File: src/rtl/timbre_pkg.sv
// Shared state encoding and divider sizing helpers for the alarm-bell driver.
package timbre_pkg;

  typedef enum logic [1:0] {
    IDLE      = 2'd0,
    SONANDO   = 2'd1,
    ESPERA    = 2'd2,
    POSPUESTO = 2'd3
  } state_t;

  // Bits needed for a counter running 0..n-1 (never narrower than one bit).
  function automatic int cnt_w(input int n);
    return (n <= 2) ? 1 : $clog2(n);
  endfunction

  function automatic int max2(input int a, input int b);
    return (a > b) ? a : b;
  endfunction

  function automatic int tono_half(input longint clk_hz, input longint tono_hz);
    return int'(clk_hz / (2 * tono_hz));
  endfunction

  // 64-bit product: PATRON_MS * CLK_HZ overflows 32 bits at real clock rates.
  function automatic int patron_cyc(input longint clk_hz, input longint patron_ms);
    return int'((patron_ms * clk_hz) / 1000);
  endfunction

endpackage

File: src/rtl/gen_ticks_timbre.sv
// Three free-running dividers (tone, cadence, seconds) that restart together on clr
// and each emit a one-cycle enable on their last count.
module gen_ticks_timbre
  import timbre_pkg::*;
#(
  parameter int TONO_HALF  = 25_000,
  parameter int PATRON_CYC = 50_000_000,
  parameter int SEG_CYC    = 100_000_000
) (
  input  logic clk,
  input  logic reset,
  input  logic clr,
  output logic tick_tono,
  output logic tick_patron,
  output logic tick_seg
);

  function automatic int term_of(input int idx);
    case (idx)
      0:       return TONO_HALF;
      1:       return PATRON_CYC;
      default: return SEG_CYC;
    endcase
  endfunction

  logic [2:0] ticks;

  for (genvar gi = 0; gi < 3; gi++) begin : g_div
    localparam int N = term_of(gi);
    localparam int W = cnt_w(N);
    localparam logic [W-1:0] LAST = W'(N - 1);

    logic [W-1:0] cnt_reg;

    always_ff @(posedge clk) begin
      if (reset || clr) begin
        cnt_reg <= '0;
      end else if (cnt_reg == LAST) begin
        cnt_reg <= '0;
      end else begin
        cnt_reg <= cnt_reg + 1'b1;
      end
    end

    assign ticks[gi] = (cnt_reg == LAST);
  end

  assign tick_tono   = ticks[0];
  assign tick_patron = ticks[1];
  assign tick_seg    = ticks[2];

endmodule

File: src/rtl/driver_timbre.sv
// Alarm-bell driver: rings a cadence-gated tone on a rising ring indicator.
// Optional snooze (posponer port, POSPUESTO state) with DRIVER_TIMBRE_SNOOZE_EN.
module driver_timbre
  import timbre_pkg::*;
#(
  parameter int CLK_HZ     = 100_000_000,
  parameter int TONO_HZ    = 2000,
  parameter int PATRON_MS  = 500,
  parameter int MAX_SEG    = 60,
  parameter int SNOOZE_SEG = 300
) (
  input  logic clk,
  input  logic reset,
  input  logic alarma_on,
  input  logic activring,
  input  logic apagar,
`ifdef DRIVER_TIMBRE_SNOOZE_EN
  input  logic posponer,
`endif
  output logic timbre,
  output logic sonando,
  output logic fin_ring
);

  localparam int TONO_HALF  = tono_half(longint'(CLK_HZ), longint'(TONO_HZ));
  localparam int PATRON_CYC = patron_cyc(longint'(CLK_HZ), longint'(PATRON_MS));
  // One seconds counter serves both the ring and the snooze timers.
  localparam int SEC_W = cnt_w(max2(MAX_SEG, SNOOZE_SEG));

  state_t           state_reg, state_next;
  logic             tone_reg, tone_next;
  logic             gate_reg, gate_next;
  logic [SEC_W-1:0] sec_reg, sec_next;
  logic             act_prev_reg;
  logic             timbre_reg, sonando_reg, fin_ring_reg;
  logic             fin_next;
  logic             clr;
  logic             tick_tono, tick_patron, tick_seg;
  logic             act_rise, ring_done;

  assign act_rise  = activring & ~act_prev_reg;
  assign ring_done = tick_seg && (sec_reg == SEC_W'(MAX_SEG - 1));
`ifdef DRIVER_TIMBRE_SNOOZE_EN
  logic snooze_done;
  assign snooze_done = tick_seg && (sec_reg == SEC_W'(SNOOZE_SEG - 1));
`endif

  // Any state change restarts the dividers so every ring/snooze starts phase-aligned.
  assign clr = (state_next != state_reg);

  gen_ticks_timbre #(
    .TONO_HALF  (TONO_HALF),
    .PATRON_CYC (PATRON_CYC),
    .SEG_CYC    (CLK_HZ)
  ) u_ticks (
    .clk         (clk),
    .reset       (reset),
    .clr         (clr),
    .tick_tono   (tick_tono),
    .tick_patron (tick_patron),
    .tick_seg    (tick_seg)
  );

  always_comb begin
    state_next = state_reg;
    tone_next  = tone_reg;
    gate_next  = gate_reg;
    sec_next   = sec_reg;
    fin_next   = 1'b0;
    case (state_reg)
      IDLE: begin
        if (act_rise && alarma_on) begin
          state_next = SONANDO;
          tone_next  = 1'b0;
          gate_next  = 1'b1;
          sec_next   = '0;
        end
      end
      SONANDO: begin
        if (tick_tono)   tone_next = ~tone_reg;
        if (tick_patron) gate_next = ~gate_reg;
        if (tick_seg)    sec_next  = sec_reg + 1'b1;
        if (!alarma_on) begin
          state_next = IDLE;
        end else if (apagar || ring_done) begin
          state_next = ESPERA;
          fin_next   = 1'b1;
`ifdef DRIVER_TIMBRE_SNOOZE_EN
        end else if (posponer) begin
          state_next = POSPUESTO;
          sec_next   = '0;
`endif
        end
      end
      ESPERA: begin
        if (!alarma_on || !activring) state_next = IDLE;
      end
`ifdef DRIVER_TIMBRE_SNOOZE_EN
      POSPUESTO: begin
        if (tick_seg) sec_next = sec_reg + 1'b1;
        if (!alarma_on) begin
          state_next = IDLE;
        end else if (apagar) begin
          state_next = ESPERA;
          fin_next   = 1'b1;
        end else if (snooze_done) begin
          state_next = SONANDO;
          tone_next  = 1'b0;
          gate_next  = 1'b1;
          sec_next   = '0;
        end
      end
`endif
      default: state_next = IDLE;
    endcase
  end

  always_ff @(posedge clk) begin
    if (reset) begin
      state_reg    <= IDLE;
      tone_reg     <= 1'b0;
      gate_reg     <= 1'b0;
      sec_reg      <= '0;
      act_prev_reg <= 1'b1;
      timbre_reg   <= 1'b0;
      sonando_reg  <= 1'b0;
      fin_ring_reg <= 1'b0;
    end else begin
      state_reg    <= state_next;
      tone_reg     <= tone_next;
      gate_reg     <= gate_next;
      sec_reg      <= sec_next;
      act_prev_reg <= activring;
      timbre_reg   <= (state_next == SONANDO) & tone_next & gate_next;
      sonando_reg  <= (state_next == SONANDO);
      fin_ring_reg <= fin_next;
    end
  end

  assign timbre   = timbre_reg;
  assign sonando  = sonando_reg;
  assign fin_ring = fin_ring_reg;

endmodule
File: config.mk
export PLATFORM = sky130hd
export DESIGN_NAME = driver_timbre
export DESIGN_NICKNAME = d
export VERILOG_FILES = /design/src/rtl/timbre_pkg.sv /design/src/rtl/gen_ticks_timbre.sv /design/src/rtl/driver_timbre.sv
export SDC_FILE = /design/constraint.sdc
export NUM_CORES = 1
export LEC_CHECK = 0
export ABC_AREA = 1
export CELL_PAD_IN_SITES_DETAIL_PLACEMENT = 1
export CELL_PAD_IN_SITES_GLOBAL_PLACEMENT = 2
export CORE_MARGIN = 10
export CORE_UTILIZATION = 23
export DETAILED_ROUTE_END_ITERATION = 12
export GPL_ROUTABILITY_DRIVEN = 0
export GPL_TIMING_DRIVEN = 0
export HOLD_SLACK_MARGIN = 0.06
export PLACE_DENSITY = 0.61
export SLEW_MARGIN = 20
export SYNTH_ARGS = -nofsm -noshare
export SYNTH_HDL_FRONTEND = slang
export SYNTH_SLANG_ARGS = --single-unit
File: constraint.sdc
create_clock -name clk -period 1.9 [get_ports clk]
set_input_delay 0.475 -clock clk [delete_from_list [all_inputs] [get_ports clk]]
set_output_delay 0.475 -clock clk [all_outputs]
set_load 0.05 [all_outputs]
# ---- Word level (Yosys, flattened, before mapping)
# Index checks and enable logic that the tools add are counted.
# W data, S select, Z words.
dict set report word_totals {
  ff_bits 85
  output_inout_bits 3
  word_cells 62
}
dict set report op_classes {
  addsub 4
  eq_ne 10
  mux 15
  bitwise_logic 8
  reduce_logical 14
}
# op count
set op_table {}
lappend op_table {{$add A27 B1 Y27 const B} 1}
lappend op_table {{$eq A27 B27 Y1 const B} 1}
lappend op_table {{$add A26 B1 Y26 const B} 1}
lappend op_table {{$eq A26 B26 Y1 const B} 1}
lappend op_table {{$mux W9} 2}
lappend op_table {{$pmux W9 S2} 1}
lappend op_table {{$add A15 B1 Y15 const B} 1}
lappend op_table {{$eq A15 B15 Y1 const B} 1}
lappend op_table {{$add A9 B1 Y9 const B} 1}
lappend op_table {{$eq A9 B6 Y1 const B} 1}
lappend op_table {{$mux W2} 4}
lappend op_table {{$pmux W2 S3} 1}
lappend op_table {{$reduce_or A2 Y1} 3}
lappend op_table {{$mux W1} 5}
lappend op_table {{$not A1 Y1} 5}
lappend op_table {{$eq A2 B1 Y1 const B} 2}
lappend op_table {{$ne A2 B2 Y1 const B} 2}
lappend op_table {{$pmux W1 S2} 2}
lappend op_table {{$and A1 B1 Y1} 3}
lappend op_table {{$logic_or A1 B1 Y1} 3}
lappend op_table {{$reduce_and A3 Y1} 1}
lappend op_table {{$reduce_or A3 Y1} 1}
lappend op_table {{$eq A2 B2 Y1 const B} 1}
lappend op_table {{$logic_and A1 B1 Y1} 2}
lappend op_table {{4 further kinds} 5}

# ---- Depth between registers and ports, before layout
dict set report logic_depth {
  word_depth 9
  depth_mapped 13
  mapped_depth_nobuf 12
}

# ---- Modules after synthesis
# Synthesis repeated with hierarchy kept, for this count alone.
dict set report hier_totals {
  hier_cells 683
  hier_area_um2 4474.3
}
# module n_inst cells_per_inst area_per_inst_um2 seq_area_each_um2
set modules_own_cells {}
lappend modules_own_cells {gen_ticks_timbre 1 544 3554.7 1361.3}
lappend modules_own_cells {driver_timbre 1 139 919.6 340.3}

# ---- Worst setup path before layout
# Ideal clock, no wire load.
dict set report synth_timing {
  path_type {register -> register}
  from {reg u_ticks.g_div[2].cnt_reg[0]}
  to {reg u_ticks.g_div[2].cnt_reg[16]}
  setup_time_ns 0.117
  arrival_ns 1.660
  required_time_ns 1.783
  setup_slack_ns 0.123
  path_stages_with_launch 14
  path_buffers 1
  synth_period_minus_slack_ns 1.777
  cell_sequence {dfxtp_1 -> ha_1 -> nand3_2 -> inv_2 -> nand2_4 -> nor2_4 -> nand3_4 -> nand2_1 -> nand2_2 -> nand2_2 -> nor2_4 -> nand3_4 -> buf_12 -> nor2_2}
}
dict set report synth_via {
  elab_chain_len 9
  word_cells_on_any_way 10
}
# element line
set synth_lines {}
lappend synth_lines {{from (decl)} gen_ticks_timbre.sv:33} ;# logic [W-1:0] cnt_reg;
lappend synth_lines {{from (signal assigned)} gen_ticks_timbre.sv:41} ;# cnt_reg <= cnt_reg + 1'b1;
lappend synth_lines {{$eq A27 B27 Y1} {gen_ticks_timbre.sv:38, gen_ticks_timbre.sv:45}}
lappend synth_lines {{$logic_and A1 B1 Y1} driver_timbre.sv:42} ;# assign ring_done = tick_seg && (sec_reg == SEC_W'(MAX_SEG - 1));
lappend synth_lines {{$logic_or A1 B1 Y1} driver_timbre.sv:85} ;# end else if (apagar || ring_done) begin
lappend synth_lines {{$mux W2} driver_timbre.sv:85}
lappend synth_lines {{$mux W2} driver_timbre.sv:83} ;# if (!alarma_on) begin
lappend synth_lines {{$pmux W2 S3} driver_timbre.sv:70} ;# case (state_reg)
lappend synth_lines {{$ne A2 B2 Y1} driver_timbre.sv:49} ;# assign clr = (state_next != state_reg);
lappend synth_lines {{$logic_or A1 B1 Y1} gen_ticks_timbre.sv:36} ;# if (reset || clr) begin
lappend synth_lines {{$reduce_or A2 Y1 (no line)} n/a}
# Parallel ways exist; a longest one is shown, timed or not.
# A chain may end at the register's enable or synchronous reset.

# ---- Final worst setup path
dict set report layout_timing {
  from {reg u_ticks.g_div[2].cnt_reg[1]}
  to {reg u_ticks.g_div[0].cnt_reg[5]}
}
dict set report layout_via {
  elab_chain_len 9
}
# element line
set layout_lines {}
lappend layout_lines {{$eq A27 B27 Y1} gen_ticks_timbre.sv:45} ;# assign ticks[gi] = (cnt_reg == LAST);
lappend layout_lines {{$logic_and A1 B1 Y1} driver_timbre.sv:42}
lappend layout_lines {{$logic_or A1 B1 Y1} driver_timbre.sv:85}
lappend layout_lines {{$mux W2} driver_timbre.sv:85}
lappend layout_lines {{$mux W2} driver_timbre.sv:83}
lappend layout_lines {{$pmux W2 S3} driver_timbre.sv:70}
lappend layout_lines {{$ne A2 B2 Y1} driver_timbre.sv:49}
lappend layout_lines {{$logic_or A1 B1 Y1} gen_ticks_timbre.sv:36}
lappend layout_lines {{$reduce_or A2 Y1 (no line)} n/a}
lappend layout_lines {{to (signal assigned)} gen_ticks_timbre.sv:41}
lappend layout_lines {{to (decl)} gen_ticks_timbre.sv:33}
# No other way between the ends.

==> reports/metrics.yaml <==
status: "complete, no violations"
synth-seq-cells: 85
firstDrtPassIters: 4
synth-simple-area-share_pct: 35.11
placed_cell_area_um2: 4878
hold_viol: 0
busiest_layer: "met2"
final_core_utilization_pct: 29.85
die-area_um2: 25490
vias_per_cell: 4.107
maxCapViolCount: 0
first_iter_violations: 90
cts_tree: "built"
regToRegEndpoint: "u_ticks.g_div[0].cnt_reg[5]$_SDFF_PP0_"
antenna_cells: 0
end_kind: "flop"
cpPeakStageDelay_ns: 0.35
grt_use_met3_pct: 1.748
nets: 658
clock-sinks: 85
rows: 51
die_h_um: 159.7
maxSlewHeadroom_pct: 66.07
crit_family: "simple AND/OR/NAND/NOR gates"
met1_usage_pct: 11.82
synth.area.mux_share_pct: 0
synth_ff_type: "dfxtp_1"
worst-setup-path-type: "reg2reg"
holdWs_ns: 0.3445
core_um2: 19330
synth-edff-count: 0
crit_start: "u_ticks.g_div[2].cnt_reg[1]$_SDFF_PP0_"
grt_max_degree: 15
crit_required_ns: 2.14
pin_count: 8
path_buf_inv: 3
synth_cell_types: 33
dp_hpwl_um: 8318
largest_reg_flops: 68
synth_area_um2: 4487
route.detailed.drc: 0
synth_fa_ha_area_share_pct: 1.115
grt_pass1_wl_um: 19200
leakagePower_nw: 1.969
setup_viol: 0
critPathCapture: "u_ticks.g_div[0].cnt_reg[5]$_SDFF_PP0_"
r2r_slack_ns: 0.06
area_growth_pct: 28.61
arrival_ns: 2.08
slowest_stage: "dfxtp_2"
synth-async-reset-ratio_pct: 0
numCtsBuffers: 9
crit_chain: "ha_4 > nand3_4 > inv_4 > nand2_4 > nor2_4 > nand3_4 > nand2_2 > nand2_2 > nand2_2 > nor2_4 > buf_6 > nand3_4 > clkbuf_16 > nor2_1"
routedWlPerCell_um: 12.46
cp_max_fo: 5
die_w_um: 159.7
worstMarginPinSlew_ns: 0.5110
rsz0062_at_grt: "true"
min_period_ns: 1.836
fin_crit_sh_pct: 96.65
track_usage_pct: 9.077
rr_startpoint: "u_ticks.g_div[2].cnt_reg[1]$_SDFF_PP0_"
power_density_nw_per_um2: 688.6
reg2reg_depth: 14
htree_levels: 3
syn_area_per_cell_um2: 7.566
final_layout_size_suffix_gt1_share_pct: 25.69
global_route.usage.met2_pct: 14.29
fmax_mhz: 544.5
routed_wirelength_um: 11450
start_util_pct: 23.21
synthXorXnorAreaFrac_pct: 12.88
gr-total-overflow: 0
fin_worst_skew_ns: 0.006386
crit_cells: 14
start_kind: "flop"
cts_root_buffer: "clkbuf_16"
drtAntennaViolNets: 0
antenna_found_initial: 0
grt_pass1_vias: 3876
clock_path_buffers: 2
ys_seq_area_share_pct: 37.93
synth_compound_area_share_pct: 2.510
finalMaxSlewViolations: 0
port_buffers: 6
clkTransAtPathRegs_ns: 0.06
synthCells: 593
hold_class: "in2reg"
vias: 3774
ys_warn_count: 0
synth_top_family_by_area: "simple AND/OR/NAND/NOR gates"
fin_area_um2: 5771
mappedNetlistNets: 602
clock_latency_ns: 0.35
ir_worst_vdd_mv: 0.4617
worst register-to-register path, stage by stage, from the launching register on:
cell and delay, ns:
dfxtp_2 0.35, ha_4 0.16, nand3_4 0.10, inv_4 0.09
nand2_4 0.06, nor2_4 0.18, nand3_4 0.11, nand2_2 0.07
nand2_2 0.05, nand2_2 0.07, nor2_4 0.06, buf_6 0.14
nand3_4 0.09, clkbuf_16 0.16, nor2_1 0.04
cells by family (layout without fill, tap and decap cells):
group,count (synthesis),count (layout)
compound gates,18,18
buf+inv,103,164
fa+ha+maj,4,4
xor+xnor,66,66
simple gates,317,317
flops,85,85
Yosys cell counts, drive strengths merged, types with 2 or more instances:
library cell	instances	share of area [%]
xor2	48	9.4
buf	7	2.4
o21ai	2	0.22
nand4	22	3.1
inv	94	7.9
dfxtp	85	38
a21oi	12	1.6
nor3	19	2.1
nand3b	2	0.33
nor4	8	1.1
nand2	99	8.7
ha	4	1.1
o21bai	2	0.33
nor2	134	14
nand3	29	4.9
xnor2	18	3.5
nor3b	2	0.33
placed cells by master, fill, tap and decap left out, drive strengths merged, types with 2 or more instances in the layout:
master | synthesis | layout
nor2 | 134 | 134
clkbuf | 1 | 13
nand3 | 29 | 29
clkdlybuf4s50 | 0 | 3
inv | 94 | 95
bufinv | 0 | 2
dfxtp | 85 | 85
xnor2 | 18 | 18
nand4 | 22 | 22
a21oi | 12 | 12
clkinv | 1 | 3
dlygate4sd2 | 0 | 3
nand2 | 99 | 99
buf | 7 | 44
nand3b | 2 | 2
nor3b | 2 | 2
o21ai | 2 | 2
o21bai | 2 | 2
nor3 | 19 | 19
xor2 | 48 | 48
nor4 | 8 | 8
ha | 4 | 4
how the worst min path moves through the flow:
stage / from / end / slack, ns / cells past startpoint
2_1_floorplan: u_ticks.g_div[0].cnt_reg[0]$_SDFF_PP0_ / u_ticks.g_div[0].cnt_reg[0]$_SDFF_PP0_ / 0.42 / 1
3_5_place_dp: u_ticks.g_div[0].cnt_reg[0]$_SDFF_PP0_ / u_ticks.g_div[0].cnt_reg[0]$_SDFF_PP0_ / 0.44 / 1
6_report: reset / state_reg[0]$_SDFF_PP0_ / 0.34 / 2
5_1_grt: reset / state_reg[1]$_SDFF_PP0_ / 0.34 / 2
3_3_place_gp: u_ticks.g_div[0].cnt_reg[0]$_SDFF_PP0_ / u_ticks.g_div[0].cnt_reg[0]$_SDFF_PP0_ / 0.43 / 1
4_1_cts: reset / state_reg[0]$_SDFF_PP0_ / 0.33 / 2
per-layer routing:
layer | wire length (µm) | up-vias
met5 | 0 | -
met4 | 199 | 0
met3 | 273 | 17
met2 | 5198 | 27
met1 | 5777 | 1780
li1 | - | 1950
through the flow:
| stage | TNS (ns) | power [mW] | instances | worst slack [ns] |
|---|---|---|---|---|
| after floorplan | 0 | 1.987 | 593 | 0.1233 |
| after global placement | -19.97 | 2.028 | 864 | -0.3352 |
| after detailed placement | -21.91 | 2.033 | 864 | -0.3743 |
| after CTS | -0.05446 | 4.035 | 900 | -0.01086 |
| after global routing | -1.510 | 4.168 | 919 | -0.05984 |
| final | 0 | 3.973 | 919 | 0.06356 |
report_power, final:
part | internal [mW] | switching (mW)
Clock | 1.15 | 0.744
Combinational | 0.123 | 0.127
Sequential | 1.80 | 0.0223
Total | 3.08 | 0.893
cell type report:
| cell class | instances | area (µm²) |
|---|---|---|
| Timing Repair Buffer | 47 | 446.7 |
| Sequential cell | 85 | 1728 |
| Clock inverter | 6 | 86.33 |
| Clock buffer | 10 | 229.0 |
| Buffer | 6 | 77.57 |
| Fill cell | 2345 | 13560 |
| Inverter | 95 | 360.3 |
| Tap cell | 265 | 331.6 |
| Multi-Input combinational cell | 405 | 2511 |
timing repair:
item / CTS / global route
pin swaps: 7 / 15
gates cloned: 1 / 2
setup buffers: 19 / 22
gates resized for setup: 26 / 55
endpoints found under the setup margin: 82 / 72
hold endpoints to repair: 0 / 0
hold buffers: 0 / 0
Power figures use the tool's default switching activity.
